==> config.mk <==
export PLATFORM = sky130hd
export DESIGN_NAME = genetico_cfg_loader
export DESIGN_NICKNAME = d
export VERILOG_FILES = /design/src/rtl/genetico_cfg_loader.sv
export SDC_FILE = /design/constraint.sdc
export NUM_CORES = 1
export LEC_CHECK = 0
export BUFFER_PORTS_ARGS = -buffer_cell sky130_fd_sc_hd__buf_2
export CORE_ASPECT_RATIO = 1.25
export CORE_MARGIN = 2
export CORE_UTILIZATION = 23
export CTS_BUF_LIST = sky130_fd_sc_hd__clkbuf_4
export DETAILED_ROUTE_END_ITERATION = 10
export PLACE_DENSITY = 0.48
export SETUP_SLACK_MARGIN = 0.2
export SYNTH_ARGS = -nofsm -noshare
export SYNTH_HDL_FRONTEND = slang
export SYNTH_SLANG_ARGS = --single-unit
export TNS_END_PERCENT = 10
==> constraint.sdc <==
create_clock -name clk -period 3.15 [get_ports clk]
set_clock_uncertainty 0.2 [all_clocks]
set_input_delay 0.4725 -clock clk [delete_from_list [all_inputs] [get_ports clk]]
set_output_delay 0.4725 -clock clk [all_outputs]
set_load 0.02 [all_outputs]
==> src/rtl/genetico_cfg_loader.sv <==
// Serial chromosome frame loader: shifts a frame into a shadow register and commits it atomically to the array buses.
// Optional even-parity trailer bit is enabled by defining GENETICO_CFG_PARITY_EN.
module genetico_cfg_loader #(
  parameter int N_LE  = 27,
  parameter int LE_W  = 15,
  parameter int N_OUT = 8,
  parameter int OUT_W = 6
) (
  input  logic                   clk,
  input  logic                   rst_n,
  input  logic                   cfg_start,
  input  logic                   cfg_valid,
  input  logic                   cfg_bit,
  output logic                   cfg_ready,
  output logic [N_LE*LE_W-1:0]   conf_les,
  output logic [N_OUT*OUT_W-1:0] conf_outs,
  output logic                   cfg_done,
  output logic                   cfg_busy,
  output logic                   cfg_err,
  output logic                   cfg_loaded
);

  localparam int LES_W   = N_LE * LE_W;
  localparam int OUTS_W  = N_OUT * OUT_W;
  localparam int FRAME_W = LES_W + OUTS_W;
  localparam int CNT_W   = $clog2(FRAME_W + 1);
  localparam logic [CNT_W-1:0] LAST_IDX = CNT_W'(FRAME_W - 1);

  typedef enum logic [1:0] {IDLE, SHIFT, PAR, COMMIT} state_t;

  state_t               state_q;
  logic [CNT_W-1:0]     cnt_q;
  logic [FRAME_W-1:0]   shadow_q;
  logic [LES_W-1:0]     les_q;
  logic [OUTS_W-1:0]    outs_q;
  logic                 done_q;
  logic                 busy_q;
  logic                 err_q;
  logic                 loaded_q;

  logic [FRAME_W-1:0]   shadow_d;
  logic [CNT_W-1:0]     cnt_d;

  assign shadow_d = {shadow_q[FRAME_W-2:0], cfg_bit};
  assign cnt_d    = cnt_q + 1'b1;

  always_ff @(posedge clk or negedge rst_n) begin
    if (!rst_n) begin
      state_q  <= IDLE;
      cnt_q    <= '0;
      shadow_q <= '0;
      les_q    <= '0;
      outs_q   <= '0;
      done_q   <= 1'b0;
      busy_q   <= 1'b0;
      err_q    <= 1'b0;
      loaded_q <= 1'b0;
    end else begin
      done_q <= 1'b0;
      err_q  <= 1'b0;
      case (state_q)
        IDLE: begin
          if (cfg_start) begin
            state_q <= SHIFT;
            cnt_q   <= '0;
            busy_q  <= 1'b1;
          end
        end
        SHIFT: begin
          if (cfg_start) begin
            cnt_q <= '0;
          end else if (cfg_valid) begin
            shadow_q <= shadow_d;
            if (cnt_q == LAST_IDX) begin
              cnt_q <= '0;
`ifdef GENETICO_CFG_PARITY_EN
              state_q <= PAR;
`else
              // Commit straight from the incoming shift so buses and cfg_done move together.
              state_q  <= COMMIT;
              busy_q   <= 1'b0;
              {outs_q, les_q} <= shadow_d;
              done_q   <= 1'b1;
              loaded_q <= 1'b1;
`endif
            end else begin
              cnt_q <= cnt_d;
            end
          end
        end
`ifdef GENETICO_CFG_PARITY_EN
        PAR: begin
          if (cfg_start) begin
            state_q <= SHIFT;
            cnt_q   <= '0;
          end else if (cfg_valid) begin
            busy_q <= 1'b0;
            if (~^{shadow_q, cfg_bit}) begin
              state_q  <= COMMIT;
              {outs_q, les_q} <= shadow_q;
              done_q   <= 1'b1;
              loaded_q <= 1'b1;
            end else begin
              state_q <= IDLE;
              err_q   <= 1'b1;
            end
          end
        end
`endif
        COMMIT:  state_q <= IDLE;
        default: state_q <= IDLE;
      endcase
    end
  end

  assign cfg_ready  = rst_n & (state_q != COMMIT);
  assign conf_les   = les_q;
  assign conf_outs  = outs_q;
  assign cfg_done   = done_q;
  assign cfg_busy   = busy_q;
  assign cfg_err    = err_q;
  assign cfg_loaded = loaded_q;

endmodule

==> qor.csv, run 1 <==
metric,value,unit
Syn Area/Cell,11.7,um^2
antenna violations before repair,3,
CP Class,in -> out,
Worst EP arrival,2120,ps
Critical Path RT,2480,ps
fin nets,3570,
Fin Setup TNS,0,ps
Clock Tree Root,clkbuf_4,
clk buf depth,3,
status,finished clean,
Leak Pwr,24.3,nW
Starting DRT DRC Count,974,
yosys warns,0,
layout cells sized above 1,0.363,
Synth top area share,0.669,
Synth Flop Type,dfrtp_1,
"count leader, synth",nand2_1,
Skew-Pair Late Insertion Delay,1230,ps
Rows,158,
Core ar.,0.148,mm^2
placed insts,5308,
first-pass GRT wire length,141000,um
final count of hold timing violations,0,
"FFs w/ async S/R, synth",1.00,
reg2reg end,cfg_loaded$_DFFE_PN0P_,
vias per cell,3.98,
Startpoint Class,input port,
WL/cell,15.7,um
RePlAce Congestion,0.746,
antenna-violating nets left,0,
Post-Route Utilization,0.286,
syn nets,2945,
die width,350,um
TritonCTS buffer count,240,
Total Wirelength,90200,um
All-Layer GR Usage,0.119,
drc violations,0,
Max Slew Vio Count,0,
clk slew on worst S/H paths,60,ps
Layout Cells excl Fill,5737,
CTS tree,built,
R2R depth,9,
Final setup viols,0,
Synth area leaders,"dfrtp_1 (67%), nand2_1 (15%), mux2_2 (14%), mux2_4 (1.7%), clkbuf_1 (0.99%)",
pin count of the biggest net entering global routing,177,
pin slew with the least headroom to its limit,1050,ps
drt pass-1 iters,4,
CP Capture Type,primary output,
most area-hungry cell type in the Yosys netlist,dfrtp_1,
crit path max fanout,2,
Port Buffers,461,
GRT Max-Usage Layer,met2,
initial core utilization,0.232,
met2 usage,0.183,
CTS Sinks,919,
hold crit path type,reg -> reg,
Area Growth Syn to Fin,23.4,%
Fillers,15555,
die area,0.153,mm^2
synthesized cell area,0.0344,mm^2
Final Cycle Share,0.888,
cells after synthesis,2938,
Top Ports,463,
"Seq/Total Area, Yosys",0.669,
Max-slew headroom,0.300,
Post-synth top cells,"nand2_1 (1359), dfrtp_1 (919), mux2_2 (415), clkbuf_1 (91), buf_2 (50)",
met1 GRT Util,0.144,
final hold slack,238,ps
peak supply drop,0.328,mV
die height,436,um
vias in the first global route,23437,
Hold Startpoint,shadow_q[94]$_DFFE_PN0P_,
reg-to-reg startpoint,cnt_q[0]$_DFFE_PN0P_,
met3 GRT Util,0.0553,
HPWL after detailed placement,58800,um
worst hold endpoint,shadow_q[95]$_DFFE_PN0P_,
DR vias,22857,
FMAX,358,MHz
"EDFF count, synth",0,
H-tree depth,4,
Overflow after GRT,0,
PD cells,533,mW/mm^2
post-synthesis cell type count,31,
Tmin final,2800,ps
max-cap viol count,0,
RSZ-0062 raised after global routing,no,
Hold Path Depth,2,
#FFs+latches synth,919,
Worst R2R Setup Slack,490,ps
-- registers in the layout, indices dropped and copies added, names as in the netlist --
name	count
cfg_done	1
conf_outs	48
cfg_busy	1
conf_les	405
cfg_loaded	1
shadow_q	452
state_q	2
cnt_q	9
-- area by class of cell --
type	count	area, um^2	share of cell area
antenna	6	15.0	0.000354
clock buffer	349	2620	0.0618
clock inverter	61	327	0.00770
inverter	5	18.8	0.000443
multi-input combinational	1861	10700	0.252
sequential	919	23000	0.542
tap	2000	2500	0.0590
timing repair buffer	536	3240	0.0763
-- how the worst max path moves through the flow --
stage	cells after the start	startpoint	slack, ps	end
after CTS	2	state_q[1]$_DFFE_PN0P_	200	cfg_ready
after detailed placement	7	cfg_start	470	conf_outs[24]$_DFFE_PN0P_
after global routing	2	state_q[1]$_DFFE_PN0P_	230	cfg_ready
after global placement	7	cfg_start	470	conf_outs[39]$_DFFE_PN0P_
final	5	rst_n	350	cfg_ready
after floorplan	9	cnt_q[0]$_DFFE_PN0P_	830	conf_les[266]$_DFFE_PN0P_
-- report_power, final --
part	leakage, nW	switching, mW	internal, mW
Combinational	9.73	0.486	0.0969
Sequential	12.8	0.0345	11.8
Clock	1.77	4.94	5.20
-- cells by family (layout without fill, tap and decap cells) --
family,count (synthesis),count (layout),synth area share
AO/OA/AOI/OAI,7,7,0.00127
multiplexers,453,453,0.153
XOR/XNOR,7,7,0.00178
flip-flops,919,919,0.669
buffers and inverters,158,951,0.0208
AND/OR/NAND/NOR,1391,1391,0.154
adder cells (fa/ha/maj),2,2,0.000728
other,1,7,0.000109
-- placed cells by master (no fill, tap or decap), types with 3 or more instances in the layout --
| cell | instances |
|---|---|
| inv_1 | 5 |
| dlygate4sd3_1 | 11 |
| clkinv_1 | 40 |
| clkinv_2 | 11 |
| mux2_2 | 415 |
| xnor2_1 | 7 |
| dfrtp_1 | 917 |
| nand2_1 | 1359 |
| nand3_1 | 4 |
| mux2_4 | 38 |
| diode_2 | 6 |
| clkbuf_4 | 349 |
| buf_12 | 26 |
| nor3_1 | 3 |
| buf_4 | 39 |
| a21oi_1 | 3 |
| nor2_1 | 11 |
| buf_2 | 459 |
-- critical path, stage by stage --
cell           delay (ps)
dlygate4sd3_1         520
dlygate4sd3_1         580
buf_8                 140
a21boi_4              220
buf_4                 180
-- per-stage QoR --
stage               setup WS, ps  power [mW]  area, um^2
global route                 235        23.9       42400
floorplan                    834        12.3       34400
finish                       353        22.6       42400
CTS                          203        23.2       42400
detailed placement           469        12.7       39300
global placement             471        12.7       39300
-- what timing repair did --
| item | in CTS | in global routing |
|---|---|---|
| setup endpoints to repair | 1 | 0 |
| hold endpoints to repair | 1568 | 0 |
| hold buffers | 12 | 0 |
| resized for setup | 6 | 0 |
| buffers inserted | 1 | 0 |
-- routing by layer --
layer	vias to the layer above	part of all wire
met4	2	0.026
met3	141	0.088
met5	-	0.00014
li1	10777	-
met2	588	0.46
met1	11349	0.43
No activity file was read; power rests on OpenSTA's default activity.
==> run 2, diff against run 1 <==
==> constraint.sdc (replaced) <==
create_clock -name clk -period 3.15 [get_ports clk]
set_clock_uncertainty 0.2 [all_clocks]
set_input_delay 0.63 -clock clk [delete_from_list [all_inputs] [get_ports clk]]
set_output_delay 0.63 -clock clk [all_outputs]
set_load 0.02 [all_outputs]
==> qor.csv, run 2 (synthesized netlist as in run 1, its figures left out) <==
metric,value,unit,change
All-Layer GR Usage,0.121,,was 0.119
RePlAce Congestion,0.748,,was 0.746
Slowest Stage Delay on Critical Path,510,ps,was 580 ps
CP Buf/Inv Count,1,,was 4
status,finished clean,,unchanged
pin slew with the least headroom to its limit,1050,ps,about the same
Final setup viols,0,,unchanged
final hold slack,210,ps,was 238 ps
crit path max fanout,7,,was 2
Top Ports,463,,unchanged
multi-input logic area,0.0107,mm^2,about the same
Worst EP arrival,2080,ps,was 2120 ps
"CP delay by family, top",flip-flops,,was buffers and inverters
Critical Path RT,2320,ps,was 2480 ps
CP Capture Type,primary output,,unchanged
RSZ-0062 raised after global routing,yes,,was no
Placement Cell Area,0.0394,mm^2,was 0.0393 mm^2
Tmin final,2910,ps,was 2800 ps
design area,0.0427,mm^2,was 0.0424 mm^2
antenna-violating nets left,0,,unchanged
Fillers,15649,,was 15555
CP Cell Sequence,a21boi_4 > buf_6,,was dlygate4sd3_1 > dlygate4sd3_1 > buf_8 > a21boi_4 > buf_4
Max-slew headroom,0.299,,was 0.300
max reg flops,452,,unchanged
Clock Tree Root,clkbuf_4,,unchanged
final count of hold timing violations,0,,unchanged
vias in the first global route,23794,,was 23437
clk buf depth,3,,unchanged
hold crit path type,reg -> reg,,unchanged
Leak Pwr,24.5,nW,was 24.3 nW
layout cells sized above 1,0.367,,was 0.363
Fin Setup TNS,0,ps,unchanged
die width,350,um,unchanged
vias per cell,3.99,,was 3.98
CTS tree,built,,unchanged
antenna violations before repair,2,,was 3
drt pass-1 iters,5,,was 4
pin count of the biggest net entering global routing,189,,was 177
Area Growth Syn to Fin,24.3,%,was 23.4%
Core ar.,0.148,mm^2,unchanged
CP Class,reg -> out,,was in -> out
Final Cycle Share,0.922,,was 0.888
Starting DRT DRC Count,1078,,was 974
Overflow after GRT,0,,unchanged
peak supply drop,0.316,mV,was 0.328 mV
Startpoint Class,flip-flop,,was input port
"Power, Total",22.6,mW,about the same
WL/cell,16.1,um,was 15.7 um
Max Slew Vio Count,0,,unchanged
Total Wirelength,92900,um,was 90200 um
max-cap viol count,0,,unchanged
CTS Sinks,919,,unchanged
Port Buffers,461,,unchanged
TritonCTS buffer count,237,,was 240
clk slew on worst S/H paths,70,ps,was 60 ps
FMAX,344,MHz,was 358 MHz
largest reg by FF count,shadow_q,,unchanged
Sequential Area,0.0230,mm^2,about the same
HPWL after detailed placement,58400,um,was 58800 um
fin nets,3583,,was 3570
DR vias,22962,,was 22857
most frequent cells in the layout,"nand2_1 (1359), dfrtp_1 (916), buf_2 (446), mux2_2 (415), clkbuf_4 (351)",,"was nand2_1 (1359), dfrtp_1 (917), buf_2 (459), mux2_2 (415), clkbuf_4 (349)"
PD cells,529,mW/mm^2,was 533 mW/mm^2
initial core utilization,0.232,,unchanged
Rows,158,,unchanged
first-pass GRT wire length,143000,um,was 141000 um
Skew-Pair Late Insertion Delay,1250,ps,was 1230 ps
"most common cell after layout, fill and taps aside",nand2_1,,unchanged
drc violations,0,,unchanged
die area,0.153,mm^2,unchanged
"Slowest-stage cell, CP",dfrtp_1,,was dlygate4sd3_1
H-tree depth,4,,unchanged
die height,436,um,unchanged
-- run 2: cell types whose count changed in the layout (fill, tap and decap cells not counted), moves of 4 or more --
cell       previous run  this run
clkinv_2             11         7
buf_6                 0        15
inv_6                 2         6
clkbuf_16             0         4
buf_2               459       446
buf_4                39        47
diode_2               6        10
-- run 2: layer usage --
layer  track usage  up-vias  share of wire
met5             0        -              0
met4        0.0587        0          0.034
met3        0.0517      183          0.083
met2         0.182      579           0.45
met1         0.148    11372           0.43
li1              -    10828              -
-- run 2: cell type report --
| class | count | share of cell area |
|---|---|---|
| antenna | 10 | 0.000586 |
| clock buffer | 351 | 0.0617 |
| clock inverter | 60 | 0.00674 |
| inverter | 5 | 0.000498 |
| multi-input combinational | 1862 | 0.251 |
| sequential | 919 | 0.538 |
| tap | 2000 | 0.0586 |
| timing repair buffer | 551 | 0.0830 |
-- run 2: final timing paths --
kind / depth (start not counted) / endpoint / slack (ps) / from
min in group asynchronous: 5 / conf_les[64]$_DFFE_PN0P_ / 610 / rst_n
setup reg to reg: 7 / conf_outs[4]$_DFFE_PN0P_ / 510 / cnt_q[0]$_DFFE_PN0P_
max in group asynchronous: 7 / shadow_q[448]$_DFFE_PN0P_ / 870 / rst_n
hold / removal: 2 / shadow_q[283]$_DFFE_PN0P_ / 210 / shadow_q[282]$_DFFE_PN0P_
setup / recovery: 2 / cfg_ready / 240 / state_q[0]$_DFFE_PN0P_
hold reg to reg: 2 / shadow_q[283]$_DFFE_PN0P_ / 210 / shadow_q[282]$_DFFE_PN0P_
-- run 2: worst reg2reg max path, delay by kind of cell (launching register included) --
family | cells | cell delay [ps]
DFF | 1 | 430
adders and majority gates | 1 | 150
buffers and inverters | 2 | 350
muxes | 1 | 510
and+or+nand+nor | 3 | 890
-- run 2: stage by stage --
stage | worst slack, ps | utilization | std cells
after floorplan | 834 | - | 2938
after global placement | 485 | 0.265 | 5315
after detailed placement | 485 | 0.265 | 5315
after CTS | -38.4 | 0.287 | 5740
after global routing | -4.77 | 0.288 | 5756
final | 244 | 0.288 | 5758
-- run 2: where the power goes --
| group | internal (mW) | switching, mW |
|---|---|---|
| Clock | 5.08 | 5.02 |
| Sequential | 11.8 | 0.0364 |
| Combinational | 0.106 | 0.495 |
-- run 2: timing repair --
item                                    in CTS  in global routing
resized for setup                           35                  5
buffers inserted                             2                  4
hold buffers                                12                  0
endpoints found under the setup margin      14                508
endpoints found under the hold margin     1290                  0
pin swaps                                    1                  1
cloned                                       0                  5
==> run 3, diff against run 2 <==
Settings changed: CELL_PAD_IN_SITES_DETAIL_PLACEMENT set to 0, CELL_PAD_IN_SITES_GLOBAL_PLACEMENT set to 1, PLACE_DENSITY 0.48 to 0.55.
==> qor.csv, run 3 (synthesized netlist as in run 1, its figures left out) <==
metric,value,unit,change
status,finished clean,,unchanged
pin slew with the least headroom to its limit,1030,ps,was 1050 ps
"Slowest-stage cell, CP",buf_12,,was dfrtp_1
clk buf depth,3,,unchanged
DR vias,22811,,was 22962
switching pwr,5.59,mW,was 5.55 mW
crit path from,cnt_q[0]$_DFFE_PN0P_,,was state_q[0]$_DFFE_PN0P_
Fin Setup TNS,0,ps,unchanged
drt pass-1 iters,7,,was 5
die width,350,um,unchanged
CTS Sinks,919,,unchanged
Rows,158,,unchanged
Leak Pwr,24.3,nW,was 24.5 nW
R2R depth,7,,unchanged
peak supply drop,0.308,mV,was 0.316 mV
FMAX,348,MHz,was 344 MHz
CP Class,reg -> reg,,was reg -> out
HPWL after detailed placement,57700,um,was 58400 um
most frequent cells in the layout,"nand2_1 (1359), dfrtp_1 (917), buf_2 (458), mux2_2 (415), clkbuf_4 (373)",,"was nand2_1 (1359), dfrtp_1 (916), buf_2 (446), mux2_2 (415), clkbuf_4 (351)"
Worst R2R Setup Slack,280,ps,was 510 ps
CP Cell Sequence,inv_1 > ha_1 > and4b_1 > nand4_2 > or2_4 > buf_12 > mux2_2,,was a21boi_4 > buf_6
layout cells sized above 1,0.364,,was 0.367
Int Power,17.3,mW,was 17.0 mW
TritonCTS buffer count,241,,was 237
largest reg by FF count,shadow_q,,unchanged
RSZ-0062 raised after global routing,yes,,unchanged
reg-to-reg startpoint,cnt_q[0]$_DFFE_PN0P_,,unchanged
Worst EP arrival,3740,ps,was 2080 ps
reg2reg end,conf_les[15]$_DFFE_PN0P_,,was conf_outs[4]$_DFFE_PN0P_
antenna violations before repair,2,,unchanged
crit path max fanout,132,,was 7
RePlAce Congestion,0.719,,was 0.748
Slowest Stage Delay on Critical Path,460,ps,was 510 ps
first-pass GRT wire length,143000,um,about the same
CTS tree,built,,unchanged
H-tree depth,4,,unchanged
Setup WS post-layout,277,ps,was 244 ps
clk slew on worst S/H paths,60,ps,was 70 ps
Skew-Pair Late Insertion Delay,1260,ps,was 1250 ps
All-Layer GR Usage,0.121,,about the same
antenna-violating nets left,0,,unchanged
"most common cell after layout, fill and taps aside",nand2_1,,unchanged
Place WS,389,ps,was 485 ps
Area Growth Syn to Fin,23.2,%,was 24.3%
PD cells,540,mW/mm^2,was 529 mW/mm^2
Total Wirelength,91200,um,was 92900 um
Max Slew Vio Count,0,,unchanged
drc violations,0,,unchanged
Seq pwr share,0.519,,was 0.526
Sw Share,0.244,,was 0.246
Logic pwr share,0.026,,was 0.027
max reg flops,452,,unchanged
pin count of the biggest net entering global routing,147,,was 189
max-cap viol count,0,,unchanged
die area,0.153,mm^2,unchanged
Fillers,15689,,was 15649
Core ar.,0.148,mm^2,unchanged
WL/cell,15.9,um,was 16.1 um
Port Buffers,461,,unchanged
Clock Tree Root,clkbuf_4,,unchanged
Sequential Area,0.0230,mm^2,about the same
Starting DRT DRC Count,1012,,was 1078
Startpoint Class,flip-flop,,unchanged
vias per cell,3.98,,was 3.99
hold crit path type,in -> async,,was reg -> reg
CP Capture Type,flip-flop,,was primary output
Top Ports,463,,unchanged
initial core utilization,0.232,,unchanged
multi-input logic area,0.0107,mm^2,about the same
die height,436,um,unchanged
fin nets,3549,,was 3583
Final setup viols,0,,unchanged
Tmin final,2870,ps,was 2910 ps
Final Cycle Share,0.912,,was 0.922
Critical Path RT,4020,ps,was 2320 ps
Max-slew headroom,0.316,,was 0.299
Clk pwr share,0.455,,was 0.447
Overflow after GRT,0,,unchanged
final count of hold timing violations,0,,unchanged
vias in the first global route,23768,,was 23794
## run 3: changes by cell type in the layout (fill, tap and decap cells not counted), moves of 5 or more
cell / delta
buf_2: +12
clkinv_1: -5
clkbuf_4: +22
buf_6: -13
buf_4: -28
## run 3: routing by layer
layer  vias to the layer above  part of all wire  routed length (um)  track usage
met5                         -                 0                   0            0
met4                         0             0.028                2540       0.0493
met3                       166             0.072                6570       0.0468
met2                       558              0.47               42800        0.189
met1                     11329              0.43               39200        0.148
li1                      10758                 -                   -            -
## run 3: worst max-delay path: cells and delay by family (launching register included)
kind | cells | cell delay, ps
buffers and inverters | 2 | 550
AND/OR/NAND/NOR | 3 | 550
flip-flops | 1 | 440
multiplexers | 1 | 410
adder cells (fa/ha/maj) | 1 | 200
## run 3: layout make-up
type,instances,share of cell area
antenna,9,0.000532
clock buffer,373,0.0661
clock inverter,52,0.00603
inverter,5,0.000443
multi-input combinational,1861,0.252
sequential,919,0.543
tap,2000,0.0591
timing repair buffer,514,0.0725
## run 3: power groups by stage
stage	registers, mW	logic, mW	clock network (mW)
2_1_floorplan	12.1	0.200	0
4_1_cts	11.9	0.636	11.0
6_report	11.9	0.592	10.4
5_1_grt	11.9	0.689	11.6
3_5_place_dp	12.1	0.621	0
3_3_place_gp	12.1	0.621	0
## run 3: timing repair
action | 4_1_cts | 5_1_grt
gates resized for setup | 9 | 0
hold endpoints to repair | 1399 | 0
hold buffers | 8 | 0
buffers inserted | 2 | 0
setup endpoints to repair | 20 | 18
pin swaps | 1 | 0
## run 3: stage by stage
stage          power, mW  utilization  area, um^2  std cells  hold WS, ps
6_report            22.9        0.285       42400       5733          190
5_1_grt             24.2        0.285       42400       5731         78.0
4_1_cts             23.5        0.285       42300       5724         7.48
3_5_place_dp        12.7        0.264       39200       5289          257
3_3_place_gp        12.7        0.264       39200       5289          246
2_1_floorplan       12.3            -       34400       2938          134
## run 3: worst max path at each step
stage                                      to  slack [ps]  cells past startpoint
floorplan           conf_les[266]$_DFFE_PN0P_         830                      9
global placement    shadow_q[148]$_DFFE_PN0P_         390                      7
detailed placement    conf_les[9]$_DFFE_PN0P_         390                      7
CTS                                 cfg_ready          30                      2
global route                        cfg_ready         100                      2
finish               conf_les[15]$_DFFE_PN0P_         280                      7
